### src/rtl/pulse_timestamp_capture.sv
// Pulse timestamp capture: synchronises an asynchronous toggle line, detects
// each level change, and queues the coarse counter value at detection into a
// first-word-fall-through tag FIFO. Drops on a full FIFO are counted.
//
// state | meaning
// ------+---------------------------------------------------------------
// ARM   | post-reset settling; synchroniser still filling, detections ignored
// RUN   | detections with enable=1 are pushed (or counted as dropped when full)
module pulse_timestamp_capture #(
  parameter int CNT_WIDTH   = 32,
  parameter int FIFO_DEPTH  = 8,
  parameter int SYNC_STAGES = 2
) (
  input  logic                          clk,
  input  logic                          rst,
  input  logic                          evt_toggle,
  input  logic                          enable,
  output logic [CNT_WIDTH-1:0]          tag_data,
  output logic                          tag_valid,
  input  logic                          tag_ready,
  output logic [$clog2(FIFO_DEPTH):0]   fifo_level,
  output logic [15:0]                   overflow_count
);

  localparam int PTR_W = $clog2(FIFO_DEPTH);
  localparam int LVL_W = PTR_W + 1;
  localparam int ARM_W = $clog2(SYNC_STAGES + 1);

  typedef enum logic {ARM, RUN} state_e;

  state_e                 state_q, state_d;
  logic [ARM_W-1:0]       arm_cnt_q, arm_cnt_d;
  logic [SYNC_STAGES-1:0] sync_chain_q;
  logic                   sync_q;
  logic                   prev_q;
  logic [CNT_WIDTH-1:0]   cnt_q, cnt_d;
  logic [CNT_WIDTH-1:0]   mem_q [FIFO_DEPTH];
  logic [PTR_W-1:0]       wr_ptr_q, wr_ptr_d;
  logic [PTR_W-1:0]       rd_ptr_q, rd_ptr_d;
  logic [LVL_W-1:0]       level_q, level_d;
  logic [15:0]            ovf_q, ovf_d;
  logic                   evt_det, fifo_full, pop, capture, push, drop;

  assign sync_q    = sync_chain_q[SYNC_STAGES-1];
  assign evt_det   = sync_q ^ prev_q;
  assign fifo_full = (level_q == LVL_W'(FIFO_DEPTH));
  assign tag_valid = (level_q != '0);
  assign pop       = tag_valid & tag_ready;
  assign capture   = evt_det & (state_q == RUN) & enable;
  // A full FIFO can still take the event when the head leaves in the same cycle.
  assign push      = capture & (~fifo_full | pop);
  assign drop      = capture & fifo_full & ~pop;

  assign tag_data       = tag_valid ? mem_q[rd_ptr_q] : '0;
  assign fifo_level     = level_q;
  assign overflow_count = ovf_q;

  // Synchroniser and edge history run through reset so a static level never looks like an event.
  always_ff @(posedge clk) begin
    sync_chain_q <= {sync_chain_q[SYNC_STAGES-2:0], evt_toggle};
    prev_q       <= sync_q;
  end

  // ARM/RUN next state; arm timer counts down the synchroniser fill time.
  always_comb begin
    state_d   = state_q;
    arm_cnt_d = arm_cnt_q;
    if (state_q == ARM) begin
      if (arm_cnt_q == '0) state_d = RUN;
      else                 arm_cnt_d = arm_cnt_q - ARM_W'(1);
    end
  end

  // FIFO pointer, occupancy, drop counter and coarse counter next values.
  always_comb begin
    cnt_d    = cnt_q + CNT_WIDTH'(1);
    wr_ptr_d = push ? wr_ptr_q + PTR_W'(1) : wr_ptr_q;
    rd_ptr_d = pop  ? rd_ptr_q + PTR_W'(1) : rd_ptr_q;
    level_d  = level_q;
    if (push && !pop)      level_d = level_q + LVL_W'(1);
    else if (pop && !push) level_d = level_q - LVL_W'(1);
    ovf_d = ovf_q;
    if (drop && ovf_q != 16'hFFFF) ovf_d = ovf_q + 16'd1;
  end

  // Control state registers with synchronous reset.
  always_ff @(posedge clk) begin
    if (rst) begin
      state_q   <= ARM;
      arm_cnt_q <= ARM_W'(SYNC_STAGES);
      cnt_q     <= '0;
      wr_ptr_q  <= '0;
      rd_ptr_q  <= '0;
      level_q   <= '0;
      ovf_q     <= '0;
    end else begin
      state_q   <= state_d;
      arm_cnt_q <= arm_cnt_d;
      cnt_q     <= cnt_d;
      wr_ptr_q  <= wr_ptr_d;
      rd_ptr_q  <= rd_ptr_d;
      level_q   <= level_d;
      ovf_q     <= ovf_d;
    end
  end

  // Tag storage; contents are meaningless until covered by the occupancy count.
  always_ff @(posedge clk) begin
    if (!rst && push) mem_q[wr_ptr_q] <= cnt_q;
  end

endmodule

### config.mk
export PLATFORM = sky130hd
export DESIGN_NAME = pulse_timestamp_capture
export DESIGN_NICKNAME = d
export VERILOG_FILES = /design/src/rtl/pulse_timestamp_capture.sv
export SDC_FILE = /design/constraint.sdc
export NUM_CORES = 1
export LEC_CHECK = 0
export BUFFER_PORTS_ARGS = -buffer_cell sky130_fd_sc_hd__buf_2
export CORE_ASPECT_RATIO = 0.6
export CORE_MARGIN = 2
export CORE_UTILIZATION = 40
export DETAILED_ROUTE_END_ITERATION = 16
export PLACE_DENSITY = 0.59
export SLEW_MARGIN = 10
export SYNTH_ARGS = -nofsm -noshare
export SYNTH_HDL_FRONTEND = slang
export SYNTH_SLANG_ARGS = --single-unit
### constraint.sdc
create_clock -name clk -period 4.3 [get_ports clk]
set_input_delay 0.86 -clock clk [delete_from_list [all_inputs] [get_ports clk]]
set_output_delay 0.86 -clock clk [all_outputs]
set_load 0.01 [all_outputs]
==> impl_metrics.py <==
metrics = {
    "hold_path": {
        "hp-class": "register to register",
        "holdPathEnd": "sync_chain_q[1]",
        "hold_start": "sync_chain_q[0]",
        "hold_depth": 0,
    },
    "clocking": {
        "cts_hold_buf": 0,
        "ctsHtreeMaxLevel": 1,
        "clk_pin_slew_ns": 0.07,
        "cts_root_buffer": "clkbuf_16",
        "cts_tree": "yes",
        "cts_inserted_buffers": 30,
        "cts_sinks": 323,
        "cts_resized": 0,
        "clockBufferDepth": 3,
        "clk_latency_ns": 0.57,
        "cts_setup_buffers": 0,
    },
    "critical_path": {
        "critical_path_class": "register to output port",
        "cpLargestDelayFamily": "flip-flops",
        "path_cells": "buf_4 -> mux4_2 -> mux2i_1 -> nor2_1 -> buf_2",
        "cp_max_fo": 23,
        "endpoint_kind": "output port",
        "crit_slowest_cell": "dfxtp_2",
        "max_stage_delay_ns": 0.78,
        "worst-path-buf-inv": 2,
        "required_ns": 3.44,
        "worstSetupStartpointType": "register",
        "r2r_slack_ns": 1.43,
        "r2r_cells": 5,
        "rr_endpoint": "mem_q[5][1]",
        "worstPathArrival_ns": 2.66,
        "reg2reg_from": "fifo_level[1]",
    },
    "timing": {
        "post-route-period-util_pct": 81.8,
        "setup_violations": 0,
        "period_needed_ns": 3.52,
        "fmax_ghz": 0.284,
        "rsz0062_at_grt": "false",
        "worst_pin_slew_ns": 1.02,
        "slew_headroom_pct": 31.3,
        "fin_worst_skew_ns": 0.0194,
        "drv_slew": 0,
        "hold_viol": 0,
        "fin_ws_ns": 0.784,
        "tns_ns": 0,
    },
    "drt": {
        "drt_iter0_markers": 507,
        "vias_per_cell": 5.26,
        "wl_met2_um": 10600,
        "vias": 6617,
        "drtAntennaViolNets": 0,
        "wl_met1_um": 13600,
        "wl_um": 25800,
        "drc": 0,
        "highest-signal-layer": "met4",
        "wl_met3_um": 1190,
        "wire_per_inst_um": 20.5,
        "drtPass1Iterations": 5,
    },
    "floorplan": {
        "start_util_pct": 40.8,
        "core_um2": 31300,
        "die-area_um2": 33400,
        "fp.dieW_um": 235,
        "die-height_um": 142,
        "fp-row-count": 50,
        "boundaryPins": 58,
    },
    "power": {
        "vdd_drop_max_mv": 0.321,
        "powerDensity_nw_per_um2": 519,
        "pwr-share-seq_pct": 45.8,
        "sw_frac_of_total_pct": 26.5,
        "power_leakage_nw": 4.81,
        "p_switching_mw": 2.02,
        "pwr-share-clk_pct": 36.1,
        "p_comb_share_pct": 18.1,
        "power.internal_mw": 5.62,
        "power_mw": 7.64,
    },
    "final_layout": {
        "area_growth_syn_to_layout_pct": 15.3,
        "layout-drive-gt1-share_pct": 26.2,
        "antenna_cells": 0,
        "mostFrequentLayoutCell": "edfxtp_1",
        "final_cell_mix": "256 x edfxtp_1, 93 x nor2_1, 64 x mux4_2, 64 x dfxtp_1, 57 x buf_2",
        "nNetsFinal": 832,
        "finish.utilization_pct": 47.1,
    },
    "synth": {
        "synth_area_leader_cell": "edfxtp_1",
        "synth_edf_count": 256,
        "yosysSeqAreaShare_pct": 70.7,
        "async_flop_share_pct": 0,
        "syn_nets": 756,
        "yosysUniqueCellTypes": 43,
        "synth_area_leaders": "edfxtp_1 60%, mux4_2 11%, dfxtp_1 11%, nor2_1 2.9%, mux2i_1 2.8%",
        "synth.avg_cell_area_um2": 17.2,
        "ys_seq_elements": 323,
        "synthesis.area_um2": 12800,
        "synth_flop_cell": "edfxtp_1",
        "yosys_warnings": 0,
        "yosysTopAreaCellShare_pct": 60.2,
        "syn_inst": 742,
    },
    "placed_design": {
        "pre_cts_slack_ns": 0.985,
        "port_buffers": 57,
        "dpl.hpwl_um": 15600,
        "gp_congestion": 0.737,
    },
    "job": {
        "cap_violations": 0,
    },
    "grt": {
        "grt_max_degree": 64,
        "antenna_found_initial": 0,
        "grt_usage_pct": 15.7,
        "grt_pass1_wl_um": 40800,
        "grt_pass1_vias": 6639,
        "grt_overflow_total": 0,
    },
    "run_status": {
        "status": "finished clean",
    },
}
==> cells by family (layout without fill, tap and decap cells) <==
| family | Yosys count | count (layout) | synth area share [%] |
|---|---|---|---|
| adder cells (fa/ha/maj) | 9 | 9 | 0.941 |
| AND/OR/NAND/NOR | 195 | 195 | 7.72 |
| multiplexers | 100 | 100 | 14.1 |
| AO/OA/AOI/OAI | 27 | 27 | 1.90 |
| flip-flops | 323 | 323 | 70.7 |
| buffers and inverters | 39 | 139 | 1.25 |
| XOR/XNOR | 49 | 49 | 3.36 |
==> layer usage <==
layer	GRT usage, %	vias to the layer above
met1	25.2	3407
met2	21.7	139
met5	0	-
met3	3.10	42
met4	3.53	0
li1	-	3029
==> worst register-to-register path: stages (launching register included) <==
cell and delay, ns:
dfxtp_1 0.52, nor3_2 0.12, a211oi_2 0.50, or3b_1 0.58
nor2_4 0.43, buf_4 0.39
==> state kept, by name (all words and copies together), names as in the netlist, named ones only <==
| signal | flops |
|---|---|
| mem_q | 256 |
| cnt_q | 32 |
| overflow_count | 16 |
| fifo_level | 4 |
| rd_ptr_q | 3 |
| wr_ptr_q | 3 |
| arm_cnt_q | 2 |
| sync_chain_q | 2 |
| prev_q | 1 |
| state_q | 1 |
==> how the worst max path moves through the flow <==
stage	slack [ns]	startpoint	end	cells past startpoint
2_1_floorplan	0.11	tag_ready	mem_q[2][0]	4
3_3_place_gp	1.01	tag_ready	mem_q[5][11]	6
3_5_place_dp	0.98	tag_ready	mem_q[5][11]	6
4_1_cts	0.73	register	tag_data[28]	5
5_1_grt	0.64	register	tag_data[20]	5
6_report	0.78	register	tag_data[28]	5
==> through the flow <==
stage | cell area [um2] | std cells | hold slack (ns)
final | 14700 | 1258 | 0.336
after detailed placement | 13700 | 1202 | 0.323
after floorplan | 12800 | 742 | 0.310
after global placement | 13700 | 1202 | 0.313
after CTS | 14700 | 1258 | 0.339
after global routing | 14700 | 1258 | 0.347
==> power groups by stage <==
stage	registers, mW	clock network [mW]	logic, mW
2_1_floorplan	3.50	0	0.987
3_3_place_gp	3.57	0	1.42
3_5_place_dp	3.57	0	1.43
4_1_cts	3.51	2.81	1.43
5_1_grt	3.52	2.94	1.53
6_report	3.50	2.76	1.38
==> cell type report <==
| class | instances | area [um2] |
|---|---|---|
| clock buffer | 46 | 980 |
| clock inverter | 10 | 68.8 |
| fill | 2703 | 16600 |
| inverter | 8 | 30.0 |
| multi-input combinational | 380 | 3640 |
| sequential | 323 | 9030 |
| tap | 416 | 520 |
| timing repair buffer | 75 | 445 |
==> Yosys cell counts (all sizes together) (2+ instances only) <==
library cell    n
edfxtp        256
nor2          100
dfxtp          67
mux4           64
mux2i          36
xor2           29
nand3          23
xnor2          20
nand2          18
buf            16
nand4          16
clkbuf         15
a21oi           9
ha              8
inv             8
and3            7
nor3            7
a2111oi         5
a211oi          5
nand2b          5
o21ai           4
or3             4
and4            3
nor2b           3
nor4            3
a31o            2
Power figures use the tool's default switching activity.
